$ cat config.mk
export PLATFORM = sky130hd
export DESIGN_NAME = jump_controller
export DESIGN_NICKNAME = d
export VERILOG_FILES = /design/src/rtl/dino_pkg.sv /design/src/rtl/button_debouncer.sv /design/src/rtl/jump_controller.sv
export SDC_FILE = /design/constraint.sdc
export NUM_CORES = 1
export LEC_CHECK = 0
export CORE_MARGIN = 4
export CORE_UTILIZATION = 25
export CTS_CLUSTER_SIZE = 25
export DETAILED_ROUTE_END_ITERATION = 7
export GPL_TIMING_DRIVEN = 0
export SETUP_SLACK_MARGIN = 0.1
export SLEW_MARGIN = 40
export SYNTH_ARGS = -nofsm -noshare
export SYNTH_HDL_FRONTEND = slang
export SYNTH_SLANG_ARGS = --single-unit
$ cat constraint.sdc
create_clock -name clk -period 4.5 [get_ports clk]
set_input_delay 0.675 -clock clk [delete_from_list [all_inputs] [get_ports clk]]
set_output_delay 0.675 -clock clk [all_outputs]
set_load 0.005 [all_outputs]
$ cat src/rtl/dino_pkg.sv
// Shared definitions for the dino game: jump FSM states and board constants.
package dino_pkg;

  typedef enum logic [1:0] {
    IDLE     = 2'd0,
    AIR      = 2'd1,
    COOLDOWN = 2'd2
  } jumpStateT;

  localparam int CLK_HZ  = 27_000_000;
  localparam int FRAME_W = 8;
  localparam int FCNT_W  = 8;

endpackage

$ cat src/rtl/button_debouncer.sv
// Two-flop synchroniser, level debouncer and press pulse for an active-low button.
// A press is only reported once the button has been seen released after reset,
// so a button held through reset cannot start anything by itself.
module button_debouncer #(
  parameter int DEBOUNCE_CYCLES = 270000
) (
  input  logic clk,
  input  logic reset,
  input  logic btnN,
  output logic press
);

  localparam int CNT_W = (DEBOUNCE_CYCLES > 1) ? $clog2(DEBOUNCE_CYCLES) : 1;
  localparam logic [CNT_W-1:0] LAST = CNT_W'(DEBOUNCE_CYCLES - 1);

  logic [1:0]       syncReg;
  logic [1:0]       validReg;
  logic             levelReg;
  logic [CNT_W-1:0] cntReg;
  logic             armedReg;
  logic             pressReg;

  // Synchronise, debounce and emit a one-cycle pulse on an accepted 1->0 change.
  always_ff @(posedge clk) begin
    if (reset) begin
      syncReg  <= 2'b11;
      validReg <= 2'b00;
      levelReg <= 1'b1;
      cntReg   <= '0;
      armedReg <= 1'b0;
      pressReg <= 1'b0;
    end else begin
      syncReg  <= {syncReg[0], btnN};
      validReg <= {validReg[0], 1'b1};
      pressReg <= 1'b0;
      if (syncReg[1] == levelReg) begin
        cntReg <= '0;
      end else if (cntReg == LAST) begin
        levelReg <= syncReg[1];
        cntReg   <= '0;
        pressReg <= armedReg && !syncReg[1];
      end else begin
        cntReg <= cntReg + 1'b1;
      end
      // validReg[1] marks that the synchroniser now reflects the real pin.
      if (validReg[1] && syncReg[1] && levelReg) begin
        armedReg <= 1'b1;
      end
    end
  end

  assign press = pressReg;

endmodule

$ cat src/rtl/jump_controller.sv
// Converts the debounced jump button into the cat's airborne flag, with
// airtime and cooldown counted in display frames.
module jump_controller
  import dino_pkg::*;
#(
  parameter int DEBOUNCE_CYCLES = 270000,
  parameter int AIR_FRAMES      = 30,
  parameter int COOLDOWN_FRAMES = 8
) (
  input  logic               clk,
  input  logic               reset,
  input  logic               btn_n,
  input  logic [FRAME_W-1:0] frameNumber,
  output logic               jumpOffset,
  output logic               jumpStart,
  output logic               busy
);

  logic press;
  logic tick;

  jumpStateT          stateReg, stateNext;
  logic [FCNT_W-1:0]  airCntReg, airCntNext;
  logic [FCNT_W-1:0]  cdCntReg, cdCntNext;
  logic               pendingReg, pendingNext;
  logic               jumpOffsetReg, jumpOffsetNext;
  logic               jumpStartReg, jumpStartNext;
  logic               busyReg, busyNext;
  logic [FRAME_W-1:0] prevFrameReg;
  logic               primedReg;

  button_debouncer #(
    .DEBOUNCE_CYCLES(DEBOUNCE_CYCLES)
  ) uDebouncer (
    .clk  (clk),
    .reset(reset),
    .btnN (btn_n),
    .press(press)
  );

  // Remember last frame number; the first cycle after reset only primes it.
  always_ff @(posedge clk) begin
    if (reset) begin
      prevFrameReg <= '0;
      primedReg    <= 1'b0;
    end else begin
      prevFrameReg <= frameNumber;
      primedReg    <= 1'b1;
    end
  end

  assign tick = primedReg && (frameNumber != prevFrameReg);

  // State, counters and registered outputs.
  always_ff @(posedge clk) begin
    if (reset) begin
      stateReg      <= IDLE;
      airCntReg     <= '0;
      cdCntReg      <= '0;
      pendingReg    <= 1'b0;
      jumpOffsetReg <= 1'b0;
      jumpStartReg  <= 1'b0;
      busyReg       <= 1'b0;
    end else begin
      stateReg      <= stateNext;
      airCntReg     <= airCntNext;
      cdCntReg      <= cdCntNext;
      pendingReg    <= pendingNext;
      jumpOffsetReg <= jumpOffsetNext;
      jumpStartReg  <= jumpStartNext;
      busyReg       <= busyNext;
    end
  end

  // Next-state logic; a press in IDLE takes priority over a coincident tick.
  always_comb begin
    stateNext      = stateReg;
    airCntNext     = airCntReg;
    cdCntNext      = cdCntReg;
    pendingNext    = pendingReg;
    jumpOffsetNext = jumpOffsetReg;
    jumpStartNext  = 1'b0;
    busyNext       = busyReg;
    case (stateReg)
      IDLE: begin
        if (press || pendingReg) begin
          stateNext      = AIR;
          airCntNext     = FCNT_W'(AIR_FRAMES);
          jumpOffsetNext = 1'b1;
          jumpStartNext  = 1'b1;
          pendingNext    = 1'b0;
          busyNext       = 1'b1;
        end
      end
      AIR: begin
        if (tick) begin
          airCntNext = airCntReg - 1'b1;
          if (airCntReg == FCNT_W'(1)) begin
            jumpOffsetNext = 1'b0;
            if (COOLDOWN_FRAMES == 0) begin
              stateNext = IDLE;
              busyNext  = 1'b0;
            end else begin
              stateNext = COOLDOWN;
              cdCntNext = FCNT_W'(COOLDOWN_FRAMES);
            end
          end
        end
      end
      COOLDOWN: begin
        if (press) begin
          pendingNext = 1'b1;
        end
        if (tick) begin
          cdCntNext = cdCntReg - 1'b1;
          if (cdCntReg == FCNT_W'(1)) begin
            stateNext = IDLE;
            busyNext  = 1'b0;
          end
        end
      end
      default: begin
        stateNext      = IDLE;
        jumpOffsetNext = 1'b0;
        busyNext       = 1'b0;
      end
    endcase
  end

  assign jumpOffset = jumpOffsetReg;
  assign jumpStart  = jumpStartReg;
  assign busy       = busyReg;

endmodule
==> results.sh, run 1 <==
export IMPL_setup_tns_ps=0
export IMPL_drt_wirelength_per_cell_um=11.52
export IMPL_clk_latency_ps=310
export IMPL_grt_pass1_vias=1895
export IMPL_worst_clock_skew_ps=14.04
export IMPL_grt_ovfl_total=0
export IMPL_drt_pass1_iter_count=4
export IMPL_synth_top_area_share_pct=44.49
export IMPL_cts_buffers=5
export IMPL_min_path_type="reg -> reg"
export IMPL_cts_tree="done"
export IMPL_r2r_worst_path_cells=6
export IMPL_hold_depth=1
export IMPL_ys_seq_elements=56
export IMPL_slew_headroom_pct=63.66
export IMPL_dp_hpwl_um=3583
export IMPL_seq_area_frac_synth_pct=44.49
export IMPL_hold_buffers=0
export IMPL_io_pin_count=14
export IMPL_finalPower_w=0.0008197
export IMPL_power_density_nw_per_um2=283.8
export IMPL_leakage_nw=0.9445
export IMPL_yosysWarnings=0
export IMPL_num_antenna_cells=0
export IMPL_ant_nets=0
export IMPL_synth_distinct_cells=56
export IMPL_start_util_pct=25.78
export IMPL_die_y_um=108.4
export IMPL_drtIter0Drc=78
export IMPL_slew_violations=0
export IMPL_hold_viol_final=0
export IMPL_cts_root_buf="clkbuf_8"
export IMPL_cp_slowest_stage_delay_ps=480
export IMPL_place_gp_congestion=0.8092
export IMPL_post_cts_resize_count=0
export IMPL_holdPathEnd="uDebouncer.syncReg[1]$_SDFF_PP1_"
export IMPL_netlist_area_um2=2520
export IMPL_holdCritStartpoint="uDebouncer.syncReg[0]$_SDFF_PP1_"
export IMPL_grt_pass1_wl_um=8618
export IMPL_reg2reg_slack_ps=2650
export IMPL_crit_type="in -> reg"
export IMPL_core_area_um2=9774
export IMPL_min_period_over_period_pct=46.99
export IMPL_setup_viol_count_final=0
export IMPL_syn_nets=297
export IMPL_nets=316
export IMPL_cp_max_fo=10
export IMPL_cts_sinks=56
export IMPL_syn_to_final_growth_pct=14.60
export IMPL_min_period_ps=2114
export IMPL_status="complete, no violations"
export IMPL_async_reset_ff_share_pct=0
export IMPL_vias=2023
export IMPL_max_cap_viol_count=0
export IMPL_grt_usage_pct=8.882
export IMPL_clk_pin_slew_ps=100
export IMPL_die_x_um=108.4
export IMPL_reg2reg_from="stateReg[0]$_SDFFE_PP0P_"
export IMPL_dieArea_um2=11750
export IMPL_rsz0062_at_grt="no"
export IMPL_synth_area_leader_cell="dfxtp_1"
export IMPL_synthFlopType="dfxtp_1"
export IMPL_grt_max_degree=17
export IMPL_max_freq_mhz=472.9
export IMPL_io_buffers=12
export IMPL_drive_above_1_share_pct=8.000
export IMPL_reg2reg_to="cdCntReg[5]$_SDFFE_PP0P_"
export IMPL_viasPerCell=4.672
export IMPL_start_kind="primary input"
export IMPL_antenna_found_initial=0
export IMPL_routed_wl_um=4987
export IMPL_cp_arrival_ps=2340
export IMPL_cts_htree_levels=2
export IMPL_rows=36
export IMPL_crit_chain="clkdlybuf4s50_1 > xnor2_1 > nand4_2 > o21ai_2 > buf_6 > buf_2 > nor2_1 > o31ai_1"
export IMPL_clockBufferDepth=2
export IMPL_critPathCaptureType="flop"
export IMPL_syn_inst=281
export IMPL_drc_errors=0
export IMPL_synth_edf_count=0
export IMPL_cp_slowest_cell="clkdlybuf4s50_1"
export IMPL_syn_area_per_cell_um2=8.968
export IMPL_worst_pin_slew_ps=545.1
export IMPL_postCtsSetupRepairBufs=0
export IMPL_worstPathRequired_ps=4730
export IMPL_ir_drop_mv=0.1865
export IMPL_synth_area_leaders="dfxtp_1, nor2_1, xnor2_1, xor2_1, nand2_1"
## layout make-up
class / instances / area [µm²]
Clock inverter: 2 / 12.51
Tap cell: 133 / 166.4
Sequential cell: 56 / 1121
Multi-Input combinational cell: 207 / 1308
Fill cell: 1021 / 6887
Buffer: 10 / 58.81
Inverter: 8 / 32.53
Clock buffer: 5 / 68.82
Timing Repair Buffer: 12 / 120.1
## power breakdown
group	internal, W	total [W]	leakage, nW	switching, W
clock network	0.000106	0.000265	0.0400	0.000159
registers	0.000503	0.000508	0.455	0.00000449
logic	0.0000233	0.0000467	0.450	0.0000234
total	0.000633	0.000820	0.945	0.000187
## placed cells by master, fill, tap and decap left out, types with 5 or more instances in the layout
cell	netlist	layout
dfxtp_1	56	56
nor2_1	37	37
nand2_1	23	23
xnor2_1	15	15
nand3_1	15	15
clkdlybuf4s50_1	0	12
xor2_1	11	11
nor2b_1	10	10
a21oi_1	10	10
inv_1	6	6
and3_1	6	6
nor3_1	6	6
a311oi_1	6	6
o21ai_0	5	5
ha_1	5	5
clkbuf_8	0	5
## registers in the layout (all words and copies together) (netlist names), 2 cells and up
signal / flops
airCntReg: 8
uDebouncer.cntReg: 19
stateReg: 2
prevFrameReg: 8
uDebouncer.syncReg: 2
cdCntReg: 8
uDebouncer.validReg: 2
## logic make-up after synthesis
logic type	Yosys count	share of synthesized area, %
adder cells (fa/ha/maj)	5	2.483
flip-flops	56	44.49
AO/OA/AOI/OAI	44	12.07
XOR/XNOR	26	9.037
multiplexers	1	0.3972
buffers and inverters	18	3.625
AND/OR/NAND/NOR	131	27.91
## how the worst max path moves through the flow
stage                    from                       end  depth (start not counted)
4_1_cts        frameNumber[6]  stateReg[1]$_SDFFE_PP0P_                          8
2_1_floorplan  frameNumber[6]  cdCntReg[6]$_SDFFE_PP0P_                          6
6_report       frameNumber[1]  stateReg[1]$_SDFFE_PP0P_                          8
3_5_place_dp   frameNumber[6]  stateReg[1]$_SDFFE_PP0P_                          8
5_1_grt        frameNumber[0]  cdCntReg[3]$_SDFFE_PP0P_                          8
3_3_place_gp   frameNumber[0]  stateReg[1]$_SDFFE_PP0P_                          8
## worst max-delay path, delay by kind of cell
family | cells | cell delay, ps
AOI/OAI and AO/OA | 2 | 390
xor gates and xnor gates | 1 | 140
buffers and inverters | 3 | 870
and+or+nand+nor | 2 | 270
## stage by stage
step | hold slack, ps | area [µm²] | setup WS (ps) | util, % | cells
3_5_place_dp | 393.2 | 2806 | 2047 | 28.71 | 426
3_3_place_gp | 393.6 | 2806 | 2051 | 28.71 | 426
6_report | 415.6 | 2888 | 2386 | 29.54 | 433
2_1_floorplan | 389.5 | 2520 | 2716 | - | 281
4_1_cts | 417.0 | 2888 | 2373 | 29.54 | 433
5_1_grt | 435.9 | 2888 | 2256 | 29.54 | 433
## Yosys cell counts, drive strengths merged (2+ instances only)
cell type and n:
nor2b 10, nor4 4, or2 4, o21ai 6, or3 3, a31oi 4
a311oi 6, a211oi 2, clkbuf 3, nand2 24, nand3 15, or4 3
xnor2 15, o22ai 2, or4b 2, nor4b 2, xor2 11, dfxtp 56
a21oi 10, inv 7, nor3 6, buf 7, and3 6, nand4 7
ha 5, nor2 37, o31ai 3
## layer usage
| layer | share of wire [%] | up-vias | routed length [µm] | global-route usage [%] |
|---|---|---|---|---|
| li1 | - | 1038 | - | - |
| met1 | 50 | 945 | 2491 | 11.89 |
| met2 | 46 | 36 | 2291 | 14.70 |
| met3 | 3.2 | 4 | 162 | 1.791 |
| met4 | 0.82 | 0 | 41 | 2.164 |
| met5 | 0 | - | 0 | 0 |
(Power assumes the default switching activity.)
==> inputs of run 2 (changes only) <==
clock period = 1.95 ns   (was 4.5 ns; I/O delays follow)
==> run 2 against run 1 <==
Combinational power up 130%. Global-route usage unchanged. Total power up 130%. Sequential power up 130%. First-iteration DRC count up 3.8%. Flip-flop and latch count unchanged. Register-to-register slack worse by 2400 ps. Clock skew up 3.2 ps. Final area up 0.78%. Worst hold slack worse by 22 ps. Die area unchanged. Largest power group unchanged. Via count down 0.94%. Critical path type is now reg -> reg.
==> results.sh, run 2 (synthesis results as in run 1) <==
export IMPL_status="complete, no violations"
export IMPL_min_path_type="in -> reg"
export IMPL_routed_wl_um=5049
export IMPL_cp_slowest_cell="nor2_1"
export IMPL_dieArea_um2=11750
export IMPL_finalInstanceArea_um2=2910
export IMPL_ir_drop_mv=0.4306
export IMPL_drtIter0Drc=81
export IMPL_crit_type="reg -> reg"
export IMPL_io_pin_count=14
export IMPL_grt_ovfl_total=0
export IMPL_largest_reg_flops=19
export IMPL_drc_errors=0
export IMPL_max_cap_viol_count=0
export IMPL_io_buffers=12
export IMPL_setup_viol_count_final=0
export IMPL_antenna_found_initial=0
export IMPL_worstPathRequired_ps=2150
export IMPL_vias=2004
export IMPL_die_x_um=108.4
export IMPL_rsz0062_at_grt="no"
export IMPL_nets=316
export IMPL_syn_to_final_growth_pct=15.49
export IMPL_cts_root_buf="clkbuf_8"
export IMPL_hold_depth=2
export IMPL_min_period_ps=1743
export IMPL_start_util_pct=25.78
export IMPL_clk_pin_slew_ps=110
export IMPL_placed_area_um2=2806
export IMPL_start_kind="flop"
export IMPL_max_freq_mhz=573.7
export IMPL_rows=36
export IMPL_cp_max_fo=6
export IMPL_clockBufferDepth=2
export IMPL_cp_arrival_ps=1950
export IMPL_drt_pass1_iter_count=4
export IMPL_crit_buf_inv=1
export IMPL_hold_buffers=0
export IMPL_cp_slowest_stage_delay_ps=380
export IMPL_finalPower_w=0.001898
export IMPL_leakage_nw=0.9679
export IMPL_clk_latency_ps=310
export IMPL_hold_slack_ps=393.4
export IMPL_largest_register="uDebouncer.cntReg"
export IMPL_power_density_nw_per_um2=652.0
export IMPL_cts_buffers=5
export IMPL_worst_pin_slew_ps=528.6
export IMPL_min_period_over_period_pct=89.40
export IMPL_grt_pass1_vias=1895
export IMPL_path_depth=6
export IMPL_drive_above_1_share_pct=8.333
export IMPL_final_common_cell="dfxtp_1"
export IMPL_cts_htree_levels=2
export IMPL_critPathCaptureType="flop"
export IMPL_hold_viol_final=0
export IMPL_worst_clock_skew_ps=17.24
export IMPL_fin_ws_ps=206.8
export IMPL_viasPerCell=4.628
export IMPL_worst_path_most_repeated_cell="a311oi_1"
export IMPL_dp_hpwl_um=3583
export IMPL_slew_headroom_pct=64.44
export IMPL_die_y_um=108.4
export IMPL_mostFrequentLayoutCells="dfxtp_1, nor2_1, nand2_1, xnor2_1, nand3_1"
export IMPL_ant_nets=0
export IMPL_drt_wirelength_per_cell_um=11.66
export IMPL_grt_pass1_wl_um=8618
export IMPL_core_area_um2=9774
export IMPL_cp_top_family="simple AND/OR/NAND/NOR gates"
export IMPL_final_cells=433
export IMPL_num_antenna_cells=0
export IMPL_dp_cells=426
export IMPL_r2r_worst_path_cells=6
export IMPL_dp_slack_ps=-120.1
export IMPL_grt_usage_pct=8.882
export IMPL_grt_max_degree=17
export IMPL_place_gp_congestion=0.8092
export IMPL_cts_sinks=56
export IMPL_crit_chain="nor3_1 > or2_2 > clkbuf_1 > nor2_1 > a311oi_1 > a311oi_1"
export IMPL_slew_violations=0
export IMPL_cts_tree="done"
-- run 2: changes by cell type in the layout (fill, tap and decap cells not counted), sizes merged --
cell    previous run  this run
buf                7         6
clkbuf             8         9
-- run 2: cell type report --
class / instances / area [µm²]
tap: 133 / 166.4
multi-input combinational: 207 / 1328
clock buffer: 5 / 68.82
buffer: 10 / 61.31
fill: 1024 / 6864
timing repair buffer: 12 / 120.1
inverter: 8 / 32.53
sequential: 56 / 1121
clock inverter: 2 / 12.51
-- run 2: what timing repair did --
action                     4_1_cts  5_1_grt
setup endpoints to repair        0        9
resized for setup                0        4
buffers inserted                 0        0
-- run 2: worst reg2reg max path: stages (launching register included) --
cell	delay (ps)
dfxtp_1	370
nor3_1	70
or2_2	270
clkbuf_1	180
nor2_1	380
a311oi_1	100
a311oi_1	280
-- run 2: stage by stage --
stage	TNS, ps	util, %
2_1_floorplan	0	-
3_3_place_gp	-545.5	28.71
3_5_place_dp	-664.2	28.71
4_1_cts	0	29.54
5_1_grt	0	29.77
6_report	0	29.77
-- run 2: power by group --
| part | internal (W) | switching, W |
|---|---|---|
| clock | 0.000245 | 0.000372 |
| combinational | 0.0000543 | 0.0000540 |
| sequential | 0.00116 | 0.0000105 |
| total | 0.00146 | 0.000437 |
-- run 2: path summary, 6_finish.rpt --
path | startpoint | endpoint | slack [ps]
max | uDebouncer.press$_SDFF_PP0_ | airCntReg[2]$_SDFFE_PP0P_ | 210
min | reset | uDebouncer.validReg[1]$_SDFF_PP0_ | 390
max reg2reg | uDebouncer.press$_SDFF_PP0_ | airCntReg[2]$_SDFFE_PP0P_ | 210
min reg2reg | uDebouncer.syncReg[0]$_SDFF_PP1_ | uDebouncer.syncReg[1]$_SDFF_PP1_ | 420
-- run 2: per-layer routing --
layer	vias to the layer above	share of wire, %	GRT usage (%)
li1	1033	-	-
met1	941	51	11.89
met2	26	46	14.70
met3	4	2.8	1.791
met4	0	0.81	2.164
met5	-	0	0
==> patch: new RTL, settings of run 2 <==
Register the inputs `btn_n` and `frameNumber` before use. The logic sees them one clock later.
--- a/src/rtl/jump_controller.sv
+++ b/src/rtl/jump_controller.sv
@@ -16,4 +16,12 @@
   output logic               busy
 );
+
+  logic btn_n_q;
+  logic [FRAME_W-1:0] frameNumber_q;
+
+  always_ff @(posedge clk) begin
+    btn_n_q       <= btn_n;
+    frameNumber_q <= frameNumber;
+  end
 
   logic press;
@@ -35,5 +43,5 @@
     .clk  (clk),
     .reset(reset),
-    .btnN (btn_n),
+    .btnN (btn_n_q),
     .press(press)
   );
@@ -45,10 +53,10 @@
       primedReg    <= 1'b0;
     end else begin
-      prevFrameReg <= frameNumber;
+      prevFrameReg <= frameNumber_q;
       primedReg    <= 1'b1;
     end
   end
 
-  assign tick = primedReg && (frameNumber != prevFrameReg);
+  assign tick = primedReg && (frameNumber_q != prevFrameReg);
 
   // State, counters and registered outputs.
Function: no difference found for any inputs over 10 cycles, from zero or initial values and one cycle with reset high; that may be too few to reach the edited logic, so the function may still have changed.
==> patch against run 2 <==
  * Sequential cell count rose by 9
  * Sequential share of layout area is 1.2 points higher
  * Total power rose by 46%
  * Routed wire length grew 3.9%
  * The flow now finishes with violations (setup timing)
  * Global-route usage is essentially flat
  * Critical path type unchanged
  * Worst setup slack got worse by 570 ps
  * Synthesized cell count increased by 1.1%
  * Clock skew fell by 7.3 ps
  * Final area grew 13%
  * Area after synthesis grew 4.3%
  * Final cell count rose by 5.3%
  * Die area grew 4.0%
==> patch: results (changes against run 2) <==
Global routing
  • Met2 usage: 13.83% (was 14.70%)
  • Met1 usage: 11.13% (was 11.89%)
  • Vias in the first global route: 2058 (was 1895)
  • Pin count of the biggest net entering global routing: 13 (was 17)
  • First-pass GRT wire length: 9018 µm (was 8618 µm)
  • Total track usage: 8.843% (was 8.882%)
  • Met3 usage: 2.082% (was 1.791%)

Setup path
  • CP arrival: 2570 ps (was 1950 ps)
  • CP Max Fanout: 4 (was 6)

Timing
  • Final setup margin: -358.7 ps (was 206.8 ps)
  • Setup Skew: 9.910 ps (was 17.24 ps)
  • Worst rel slew slack: 48.89% (was 64.44%)
  • Final-report setup violation count: 4 (was 0)

Place
  • Post-DP HPWL: 3740 µm (was 3583 µm)
  • Final Wtd Congestion: 0.8338 (was 0.8092)
  • Pre-CTS setup slack: -425.2 ps (was -120.1 ps)
  • IO Port Bufs: 13 (was 12)
  • Placed Area: 2949 µm² (was 2806 µm²)

Yosys
  • Synth unique cells: 41 (was 56)
  • Commonest cells post-synth: dfxtp_1 (65), nor2_1 (42), nand3_1 (18), xnor2_1 (16), nand2_1 (12) (was dfxtp_1 (56), nor2_1 (37), nand2_1 (23), nand3_1 (15), xnor2_1 (15))
  • Largest cells by area after synthesis: dfxtp_1 (50%), nor2_1 (6.0%), xnor2_1 (5.3%), nand3_1 (3.4%), xor2_1 (3.3%) (was dfxtp_1 (44%), nor2_1 (5.5%), xnor2_1 (5.2%), xor2_1 (3.8%), nand2_1 (3.4%))
  • Sequential fraction of the synthesis area: 49.52% (was 44.49%)

Cells and area
  • Layout cells sized above 1: 15.63% (was 8.333%)
  • Nets: 331 (was 316)
  • Non-Filler Instances: 456 (was 433)

Drt
  • DR vias/cell: 4.621 (was 4.628)
  • DR iter-0 viols: 73 (was 81)
  • DR pass1 iterations: 6 (was 4)
  • Routed WL: 5245 µm (was 5049 µm)

Run status
  • Status: finished, violations left (was completed)
  • Failing checks: setup timing

Power
  • Worst vdd ir: 448.9 µV (was 430.6 µV)
  • Static Leak: 0.001153 µW (was 0.0009679 µW)

Clocking
  • Reg clk slew, reported paths: 80 ps (was 110 ps)
  • H-tree depth: 3 (was 2)
  • CTS buffer count: 9 (was 5)
  • Clock Latency Late Sink: 340 ps (was 310 ps)
==> patch: cell types whose count changed after synthesis, sizes merged, moves of 3 or more <==
cell,change
nand3,+3
dfxtp,+9
inv,+4
buf,-6
clkbuf,+3
nor2,+5
nand2,-12
a311oi,-4
==> patch: worst paths after layout <==
kind | startpoint | cells past startpoint | to
hold reg to reg | btn_n_q | 1 | uDebouncer.syncReg[0]
hold / removal | frameNumber[5] | 1 | frameNumber_q[5]
setup reg to reg | airCntReg[6] | 5 | cdCntReg[6]
setup / recovery | airCntReg[6] | 5 | cdCntReg[6]
==> patch: area by class of cell <==
type | count | area (µm²)
multi-input combinational | 201 | 1318
fill | 1112 | 6985
sequential | 65 | 1308
timing repair buffer | 20 | 186.4
inverter | 11 | 41.29
buffer | 7 | 41.29
tap | 136 | 170.2
clock buffer | 10 | 137.6
clock inverter | 6 | 90.09
==> patch: power by group <==
| part | switching, µW | leakage (µW) | internal, µW | total [µW] |
|---|---|---|---|---|
| Combinational | 53.8 | 0.000507 | 54.9 | 109 |
| Clock | 524 | 0.000113 | 759 | 1280 |
| Sequential | 14.7 | 0.000533 | 1360 | 1370 |
==> patch: metrics by stage <==
| step | setup TNS (ps) | hold WS, ps | util [%] | total power [µW] |
|---|---|---|---|---|
| after floorplan | -701.6 | 320.2 | - | 1459 |
| after global placement | -1760 | 392.2 | 28.69 | 1505 |
| after detailed placement | -2257 | 396.0 | 28.69 | 1508 |
| after CTS | -1078 | 375.1 | 31.63 | 2794 |
| after global routing | -1265 | 378.7 | 32.03 | 2867 |
| final | -1061 | 391.0 | 32.03 | 2761 |
==> patch: kinds of logic (layout without fill, tap and decap cells) <==
kind of cell / Yosys count / in the layout / share of synthesized area, %
AND/OR/NAND/NOR: 125 / 125 / 24.62
flip-flops: 65 / 65 / 49.52
AO/OA/AOI/OAI: 40 / 40 / 10.24
XOR/XNOR: 26 / 26 / 8.666
buffers and inverters: 18 / 54 / 2.571
adder cells (fa/ha/maj): 5 / 5 / 2.381
multiplexers: 5 / 5 / 2.000
==> patch: repair_timing <==
| item | CTS | global route |
|---|---|---|
| gates resized for setup | 10 | 9 |
| setup buffers | 6 | 1 |
| pin swaps | 5 | 2 |
| setup endpoints to repair | 26 | 30 |
==> patch: layer usage <==
layer / up-vias / routed length (µm)
met5: - / 0
met4: 0 / 116
met3: 11 / 172
met2: 39 / 2371
met1: 989 / 2585
li1: 1068 / -
==> patch: critical path, stage by stage (launching register included) <==
cell and delay (ps):
dfxtp_2 320, or4_4 520, or4_4 460, a211o_1 320, or4_1 480, a21oi_1 130
